==> src/rtl/imem_loader_pkg.sv <==
// Shared constants for the boot-time program memory loader.
// TEXT_BASE_DEFAULT is also used by the program memory and the PC reset value.
package imem_loader_pkg;

    localparam logic [31:0] TEXT_BASE_DEFAULT = 32'h0040_0000;

    typedef logic [2:0] state_t;

    localparam state_t ST_IDLE    = 3'd0;
    localparam state_t ST_HDR_LO  = 3'd1;
    localparam state_t ST_HDR_HI  = 3'd2;
    localparam state_t ST_CHECK   = 3'd3;
    localparam state_t ST_COLLECT = 3'd4;
    localparam state_t ST_WRITE   = 3'd5;
    localparam state_t ST_DONE    = 3'd6;
    localparam state_t ST_ERROR   = 3'd7;

    function automatic logic in_session(input state_t st);
        return (st == ST_HDR_LO) || (st == ST_HDR_HI) || (st == ST_CHECK) ||
               (st == ST_COLLECT) || (st == ST_WRITE);
    endfunction

endpackage

==> src/rtl/imem_word_assembler.sv <==
// Little-endian byte-to-word assembler: byte index counter plus insert register.
// Word_o already contains the byte being loaded this cycle.
module imem_word_assembler (
    input  logic        clk,
    input  logic        reset,
    input  logic        Load_i,
    input  logic        Clear_i,
    input  logic [7:0]  Byte_i,
    output logic [31:0] Word_o,
    output logic        Word_ready_o
);

    logic [1:0]  byte_idx_q, byte_idx_d;
    logic [31:0] word_q, word_d;

    always_comb begin
        byte_idx_d = byte_idx_q;
        word_d     = word_q;
        if (Clear_i) begin
            byte_idx_d = '0;
            word_d     = '0;
        end else if (Load_i) begin
            word_d[8*byte_idx_q +: 8] = Byte_i;
            byte_idx_d                = byte_idx_q + 2'd1;
        end
    end

    always_ff @(posedge clk) begin
        if (!reset) begin
            byte_idx_q <= '0;
            word_q     <= '0;
        end else begin
            byte_idx_q <= byte_idx_d;
            word_q     <= word_d;
        end
    end

    assign Word_o       = word_d;
    assign Word_ready_o = Load_i && !Clear_i && (byte_idx_q == 2'd3);

endmodule

==> src/rtl/imem_loader.sv <==
// Boot loader: header-counted byte stream -> program memory word writes,
// holding the core in reset until the whole image has been written.
//
// state   | meaning
// IDLE    | waiting for first Start_i after reset
// HDR_LO  | waiting for word-count low byte
// HDR_HI  | waiting for word-count high byte
// CHECK   | validating count against MEMORY_DEPTH
// COLLECT | gathering 4 bytes of the current word
// WRITE   | one-cycle program memory write
// DONE    | image loaded, core released
// ERROR   | bad header, core stays in reset
module imem_loader
    import imem_loader_pkg::*;
#(
    parameter int                    MEMORY_DEPTH = 32,
    parameter int                    DATA_WIDTH   = 32,
    parameter logic [DATA_WIDTH-1:0] TEXT_BASE    = TEXT_BASE_DEFAULT
) (
    input  logic                  clk,
    input  logic                  reset,
    input  logic                  Start_i,
    input  logic [7:0]            Byte_i,
    input  logic                  Byte_valid_i,
    output logic                  Byte_ready_o,
    output logic                  Mem_we_o,
    output logic [DATA_WIDTH-1:0] Mem_addr_o,
    output logic [DATA_WIDTH-1:0] Mem_wdata_o,
    output logic                  Cpu_rst_n_o,
    output logic                  Busy_o,
    output logic                  Done_o,
    output logic                  Error_o
);

    localparam logic [15:0] DEPTH_W = 16'(MEMORY_DEPTH);

    state_t                  state_q, state_d;
    logic [15:0]             count_q, count_d;
    logic [15:0]             word_idx_q, word_idx_d;
    logic [DATA_WIDTH-1:0]   addr_q, addr_d;
    logic [DATA_WIDTH-1:0]   wdata_q, wdata_d;
    logic                    busy_q, busy_d;
    logic                    done_q, done_d;
    logic                    error_q, error_d;

    logic                    byte_xfer;
    logic                    start_acc;
    logic                    asm_load;
    logic                    asm_clear;
    logic [31:0]             asm_word;
    logic                    asm_word_ready;

    assign Byte_ready_o = (state_q == ST_HDR_LO) || (state_q == ST_HDR_HI) ||
                          (state_q == ST_COLLECT);
    assign byte_xfer    = Byte_valid_i && Byte_ready_o;
    assign start_acc    = Start_i && !busy_q;
    assign asm_load     = (state_q == ST_COLLECT) && byte_xfer;
    assign asm_clear    = (state_q == ST_CHECK) ||
                          (((state_q == ST_IDLE) || (state_q == ST_DONE) ||
                            (state_q == ST_ERROR)) && start_acc);

    imem_word_assembler u_asm (
        .clk          (clk),
        .reset        (reset),
        .Load_i       (asm_load),
        .Clear_i      (asm_clear),
        .Byte_i       (Byte_i),
        .Word_o       (asm_word),
        .Word_ready_o (asm_word_ready)
    );

    always_comb begin
        state_d    = state_q;
        count_d    = count_q;
        word_idx_d = word_idx_q;
        addr_d     = addr_q;
        wdata_d    = wdata_q;
        case (state_q)
            ST_IDLE, ST_DONE, ST_ERROR: begin
                if (start_acc) state_d = ST_HDR_LO;
            end
            ST_HDR_LO: begin
                if (byte_xfer) begin
                    count_d[7:0] = Byte_i;
                    state_d      = ST_HDR_HI;
                end
            end
            ST_HDR_HI: begin
                if (byte_xfer) begin
                    count_d[15:8] = Byte_i;
                    state_d       = ST_CHECK;
                end
            end
            ST_CHECK: begin
                if ((count_q == 16'd0) || (count_q > DEPTH_W)) begin
                    state_d = ST_ERROR;
                end else begin
                    word_idx_d = '0;
                    state_d    = ST_COLLECT;
                end
            end
            ST_COLLECT: begin
                if (asm_word_ready) begin
                    addr_d  = TEXT_BASE + DATA_WIDTH'({word_idx_q, 2'b00});
                    wdata_d = DATA_WIDTH'(asm_word);
                    state_d = ST_WRITE;
                end
            end
            ST_WRITE: begin
                if (word_idx_q == (count_q - 16'd1)) begin
                    state_d = ST_DONE;
                end else begin
                    word_idx_d = word_idx_q + 16'd1;
                    state_d    = ST_COLLECT;
                end
            end
            default: state_d = ST_IDLE;
        endcase
    end

    // Status flags hand over in the same edge: Busy_o stays up through the
    // CHECK/WRITE exit cycle so it falls exactly when Done_o or Error_o rises.
    always_comb begin
        busy_d  = in_session(state_d) || (state_q == ST_CHECK) || (state_q == ST_WRITE);
        done_d  = (state_q == ST_DONE) && (state_d == ST_DONE);
        error_d = (state_q == ST_ERROR) && (state_d == ST_ERROR);
    end

    always_ff @(posedge clk) begin
        if (!reset) begin
            state_q    <= ST_IDLE;
            count_q    <= '0;
            word_idx_q <= '0;
            addr_q     <= TEXT_BASE;
            wdata_q    <= '0;
            busy_q     <= 1'b0;
            done_q     <= 1'b0;
            error_q    <= 1'b0;
        end else begin
            state_q    <= state_d;
            count_q    <= count_d;
            word_idx_q <= word_idx_d;
            addr_q     <= addr_d;
            wdata_q    <= wdata_d;
            busy_q     <= busy_d;
            done_q     <= done_d;
            error_q    <= error_d;
        end
    end

    assign Mem_we_o    = (state_q == ST_WRITE);
    assign Mem_addr_o  = addr_q;
    assign Mem_wdata_o = wdata_q;
    assign Cpu_rst_n_o = done_q;
    assign Busy_o      = busy_q;
    assign Done_o      = done_q;
    assign Error_o     = error_q;

endmodule

==> config.mk <==
export PLATFORM = sky130hd
export DESIGN_NAME = imem_loader
export DESIGN_NICKNAME = d
export VERILOG_FILES = /design/src/rtl/imem_loader_pkg.sv /design/src/rtl/imem_word_assembler.sv /design/src/rtl/imem_loader.sv
export SDC_FILE = /design/constraint.sdc
export NUM_CORES = 1
export LEC_CHECK = 0
export ABC_AREA = 1
export CAP_MARGIN = 20
export CELL_PAD_IN_SITES_DETAIL_PLACEMENT = 2
export CELL_PAD_IN_SITES_GLOBAL_PLACEMENT = 2
export CORE_ASPECT_RATIO = 2
export CORE_MARGIN = 4
export CORE_UTILIZATION = 33
export DETAILED_ROUTE_END_ITERATION = 7
export DONT_BUFFER_PORTS = 1
export PLACE_DENSITY_LB_ADDON = 0.05
export SYNTH_ARGS = -nofsm -noshare
export SYNTH_HDL_FRONTEND = slang
export SYNTH_HIERARCHICAL = 1
export SYNTH_SLANG_ARGS = --single-unit
==> constraint.sdc <==
create_clock -name clk -period 5.7 [get_ports clk]
set_input_delay 1.71 -clock clk [delete_from_list [all_inputs] [get_ports clk]]
set_output_delay 1.71 -clock clk [all_outputs]
set_load 0.005 [all_outputs]
---- After elaboration in Yosys (flattened, before gate mapping) ----
Index checks and enable logic that the tools add are counted.
storage, ports and cells
  word-level logic and storage cells ...... 82
  output and inout port bits .............. 70
  bits of input ports ..................... 12
  bits in registers ....................... 136
cells by class
  shift operators ......................... 2
  bitwise gates (word level) .............. 1
  reductions and logical operators ........ 31
  multiplexer cells ....................... 13
  $add $sub $neg .......................... 5
  $lt $le $gt $ge ......................... 1
  equal/unequal tests ..................... 18
operators with widths
  kind                                                    count
  2-to-1 mux 32 bit                                       2
  negator 5 -> 34 bit                                     1
  variable shift 8 x 34 -> 32 bit (first input constant)  1
  variable part select 8 x 34 -> 32 bit                   1
  bitwise mux 32 bit                                      1
  2-to-1 mux 16 bit                                       2
  one-hot mux 16 bit (2 select lines)                     1
  adder 23 x 18 -> 24 bit (first input constant)          1
  == test 3 bit (second input constant)                   8
  one-hot mux 3 bit (6 select lines)                      1
  adder 16 x 1 -> 16 bit (second input constant)          1
  == test 16 bit                                          1
  > comparator 16 x 6 -> 1 bit (second input constant)    1
  logical NOT 16 bit                                      1
  subtractor 16 x 1 -> 16 bit (second input constant)     1
  == test 3 x 2 -> 1 bit (second input constant)          4
  logical OR 1 bit                                        12
  2-to-1 mux 3 bit                                        4
  logical AND 1 bit                                       8
  == test 3 x 1 -> 1 bit (second input constant)          2
  AND reduction 2 bit                                     3
  2-to-1 mux 2 bit                                        2
  inequality test 2 bit (second input constant)           2
  logical NOT 3 bit                                       1
  8 further kinds                                         9

---- Logic depth before layout (Yosys ltp) ----
  word-level depth ........................ 17
  mapped depth ............................ 17

---- Hierarchy ----
The synthesis kept the hierarchy.
by module, submodules not included
  module               times used  area each (µm²)  cells an instance  seq. area each (µm²)
  imem_loader          1           4355.4           638                1721.7
  imem_word_assembler  1           1651.6           246                680.7

---- Worst setup path before layout ----
OpenSTA, ideal clock, no wires.
  kind .................................... input to register
  start point ............................. input Start_i
  end point ............................... register addr_q[10] (netlist: Mem_addr_o[10])
  setup time .............................. 0.128 ns
  cell stages on the path ................. 11
  arrival time ............................ 3.328 ns
  buffers on the path ..................... 4
  path slack .............................. 2.243 ns
  cells stage by stage .................... inv_1 > nor2_1 > o21ai_0 > o21ai_0 > buf_2 > clkbuf_1 > nor2_1 > nand3_1 > clkbuf_1 > clkbuf_1 > a21oi_1
between the ends
  longest elaborated chain between the ends .. 7
ends and longest elaborated chain
  element                          line                       RTL
  start, declared                  imem_loader.sv:22          input logic Start_i,
  logical AND 1 bit                imem_loader.sv:56          assign start_acc = Start_i && !busy_q;
  logical AND 1 bit                imem_loader.sv:60          (state_q == ST_ERROR)) && start_acc);
  logical OR 1 bit                 imem_loader.sv:58          assign asm_clear = (state_q == ST_CHECK) ||
  net asm_clear                    imem_loader.sv:49          logic asm_clear;
  logical NOT 1 bit                imem_word_assembler.sv:39  assign Word_ready_o = Load_i && !Clear_i && (byte_idx_q == 2'd3);
  logical AND 1 bit (2 in series)  imem_word_assembler.sv:39
  net asm_word_ready               imem_loader.sv:51          logic asm_word_ready;
  AND reduction 2 bit (no line)    n/a
  end signal, assigned             imem_loader.sv:143         addr_q <= addr_d;
  end, declared                    imem_loader.sv:40          logic [DATA_WIDTH-1:0] addr_q, addr_d;
The timed path passes the listed nets, and every way through them passes these cells.
A chain may end at the register's enable or synchronous reset.

---- Worst setup path in the final report ----
  start point ............................. input Byte_valid_i
  end point ............................... register wdata_q[6] (netlist: Mem_wdata_o[6])
between the ends
  longest elaborated chain between the ends .. 5
  elaborated cells between the ends (all ways) .. 7
ends and longest elaborated chain
  element                          line                       RTL
  start, declared                  imem_loader.sv:24          input logic Byte_valid_i,
  logical AND 1 bit                imem_loader.sv:55          assign byte_xfer = Byte_valid_i && Byte_ready_o;
  logical AND 1 bit                imem_loader.sv:57          assign asm_load = (state_q == ST_COLLECT) && byte_xfer;
  net asm_load                     imem_loader.sv:48          logic asm_load;
  logical AND 1 bit (2 in series)  imem_word_assembler.sv:39
  net asm_word_ready               imem_loader.sv:51
  AND reduction 2 bit (no line)    n/a
  end signal, assigned             imem_loader.sv:144         wdata_q <= wdata_d;
  end, declared                    imem_loader.sv:41          logic [DATA_WIDTH-1:0] wdata_q, wdata_d;
The timed path passes the listed nets, and every way through them passes these cells.

==> flow_summary_export.csv <==
group,metric,value,unit
drt,met1_length,6.62,mm
setup_path,crit_path_start,"Byte_valid_i",
setup_path,rr_endpoint,"Mem_wdata_o[6]$_SDFFE_PN0P_",
placement,numPortBuffers,0,
setup_path,r2r_cells,9,
setup_path,critPathRequiredTime,6.00,ns
pwr,p_per_area,368,mW/mm^2
setup_path,crit_cells,8,
drt,drc,0,
cells_and_area,nFillCells,2174,
sta,setup_viol,0,
sta,finalHoldViolCount,0,
sta,fin_tns_setup,0,ns
sta,period_share,0.643,
logic_synthesis,synth_area_leader_cell,"dfxtp_1",
global_route,antenna_found_initial,0,
setup_path,r2r_slack,2.59,ns
sta,fin_ws,2.03,ns
drt,wl_met3,492,um
cts,cts_sinks,120,
sta,slew_headroom,0.443,
global_route,overflow,0,
cts,numCtsBuffers,17,
global_route,grt_pass1_wl,32.6,mm
cts,cts.path.max_buffers,2,
cts,path_clk_slew,0.06,ns
cts,cts.repair.resized,0,
global_route,grt_max_degree,70,
die,start_util,0.336,
placement,dp_hpwl,16.1,mm
pwr,swShare,0.326,
die,fp.dieW,103,um
setup_path,path_delay_family,"simple AND/OR/NAND/NOR gates",
global_route,grt_pass1_vias,6275,
setup_path,cp-endpoint,"Mem_wdata_o[6]$_SDFFE_PN0P_",
logic_synthesis,yosysTopAreaCellShare,0.400,
logic_synthesis,synth.distinct_cells,34,
cells_and_area,layout-drive-gt1-share,0.0682,
die,design.portCount,82,
cts,cts_htree_levels,4,
sta,maxSlewViolCount,0,
logic_synthesis,synthesis.area,0.00601,mm^2
sta,rsz0062_at_grt,"false",
logic_synthesis,postSynthCellCount,884,
cts,cts_tree,"done",
worst_hold_path,min_path_type,"reg -> reg",
drt,wl_per_cell,18.9,um
placement,dp_worst_setup_slack,1.48,ns
cts,clockRootBuffer,"clkbuf_16",
sta,min_period,3.67,ns
cells_and_area,final_common_cell,"nand2_1",
placement,gp_congestion,0.902,
drt,met2_length,12.7,mm
setup_path,critical_path_class,"in -> reg",
cts,postCtsSetupBuffers,0,
cells_and_area,final_cell_mix,"nand2_1 (180), a21oi_1 (140), dfxtp_1 (120)",
pwr,seqPwrFrac,0.363,
drt,routed_wl,20.6,mm
pwr,p_comb_frac,0.204,
setup_path,worst_ep_arrival_time,3.97,ns
drt,firstDrtPassIters,4,
die,core,0.0179,mm^2
sta,max_slew.worst_pin.slew,0.830,ns
logic_synthesis,synthTopCellsByArea,"dfxtp_1 (40%), a21oi_1 (12%), nand2_1 (11%)",
sta,finClkSkew,0.0102,ns
cts,ctsHoldBuffers,0,
setup_path,r2r-start,"state_q[0]$_SDFF_PN0_",
die,rows,69,
setup_path,cp_max_fo,64,
drt,ant_nets,0,
pwr,p_switching,799,uW
logic_synthesis,seq_area_frac_synth,0.400,
drt,highest_layer,"met4",
job,max_cap_violations,0,
run_status,status,"finished, final reports clean",
logic_synthesis,postSynthAreaPerCell,6.80,um^2
sta,fmax,273,MHz
cells_and_area,areaGrowthSynthToFinish,11.0,%
worst_hold_path,whs_path_depth,2,
pwr,leakage,0.00250,uW
global_route,grt_usage,0.210,
sta,whs,0.466,ns
pwr,power_frac_clock,0.433,
cells_and_area,fin_nets,887,
setup_path,cp.buffers_inverters,2,
setup_path,startpoint_type,"input port",
cts,clk_latency,0.43,ns
logic_synthesis,synth_warnings,6,
setup_path,cp_cell_sequence,"inv_1 > nor2_1 > nand2_2 > nor2_1 > nand3_4 > buf_4 > o21ai_0 > a21oi_1",
setup_path,slowest_delay,0.48,ns
die,die_h,199,um
drt,avgViaCountPerCell,5.17,
setup_path,crit_top_cell,"nor2_1",
die,die_area,0.0206,mm^2
drt,via_count,5647,
setup_path,crit_slowest_cell,"nand3_4",
logic_synthesis,synth-seq-cells,120,
setup_path,endpoint_kind,"flop",
drt,drtIter0Drc,119,
pwr,intPower,1650,uW
cells_and_area,diodes,0,
pwr,peakVddDrop,0.164,mV
[worst reg2reg max path, stage by stage, from the launching register on]
cell and delay, ns:
dfxtp_1 0.38, nor2_1 0.27, nand2_1 0.13, nor2_1 0.43, nand2_2 0.29, nor2_1 0.26, nand3_4 0.48, buf_4 0.45
o21ai_0 0.22, a21oi_1 0.07
[synthesized netlist by cell type (all sizes together)]
master / instances
nand2: 186
a21oi: 140
dfxtp: 120
inv: 110
nor2: 102
o21ai: 76
nand3: 48
buf: 27
clkbuf: 25
xor2: 14
ha: 8
nand4: 7
nor3: 6
xnor2: 4
conb: 2
nand3b: 2
a211oi: 1
and3: 1
clkinv: 1
dlygate4sd3: 1
nor4: 1
o22ai: 1
or2: 1
[cell type report]
cell class                      count  area [um^2]  area share
Clock inverter                     14          150      0.0225
Clock buffer                       18          429      0.0644
Sequential cell                   120         2400       0.360
Inverter                          111          419      0.0629
Timing Repair Buffer                3         42.5     0.00638
Tap cell                          213          267      0.0400
Multi-Input combinational cell    614         2960       0.444
[power by group through the flow]
| stage | Combinational, uW | Sequential, uW | Clock [uW] |
|---|---|---|---|
| final | 501 | 890 | 1060 |
| after global routing | 573 | 895 | 1120 |
| after CTS | 515 | 891 | 1090 |
| after detailed placement | 510 | 910 | 0 |
| after global placement | 468 | 909 | 0 |
| after floorplan | 380 | 895 | 0 |
[routing by layer]
metal  GRT usage  up-vias
li1            -     2774
met4       0.110        0
met5           0        -
met1       0.179     2754
met3      0.0414       42
met2       0.427       77
[how the worst min path moves through the flow]
| stage | startpoint | endpoint |
|---|---|---|
| after floorplan | Mem_addr_o[10]$_SDFFE_PN0P_ | Mem_addr_o[10]$_SDFFE_PN0P_ |
| after global placement | Mem_wdata_o[11]$_SDFFE_PN0P_ | Mem_wdata_o[11]$_SDFFE_PN0P_ |
| after detailed placement | Mem_wdata_o[8]$_SDFFE_PN0P_ | Mem_wdata_o[8]$_SDFFE_PN0P_ |
| after CTS | Mem_wdata_o[15]$_SDFFE_PN0P_ | Mem_wdata_o[15]$_SDFFE_PN0P_ |
| after global routing | Mem_wdata_o[23]$_SDFFE_PN0P_ | Mem_wdata_o[23]$_SDFFE_PN0P_ |
| final | Mem_wdata_o[22]$_SDFFE_PN0P_ | Mem_wdata_o[22]$_SDFFE_PN0P_ |
[logic make-up after synthesis]
kind of cell,after synthesis,synth area share
compound gates,218,0.182
xor+xnor,18,0.0262
fa+ha+maj,8,0.0167
buf+inv,164,0.119
flops,120,0.400
other cells,2,0.00125
simple gates,354,0.254
[through the flow]
stage / area [um^2] / cells / utilization / power, uW
floorplan: 6060 / 898 / - / 1280
global placement: 6060 / 1060 / 0.339 / 1380
detailed placement: 6090 / 1061 / 0.341 / 1420
CTS: 6670 / 1093 / 0.373 / 2500
global route: 6670 / 1093 / 0.373 / 2590
finish: 6670 / 1093 / 0.373 / 2450
[state kept, by name (all words and copies together), names as in the netlist]
register,count
Mem_addr_o,16
Mem_wdata_o,32
word_idx_q,16
state_q,3
Busy_o,1
count_q,16
u_asm/word_q,32
u_asm/byte_idx_q,2
Error_o,1
Cpu_rst_n_o,1
No activity file was read; power rests on OpenSTA's default activity.
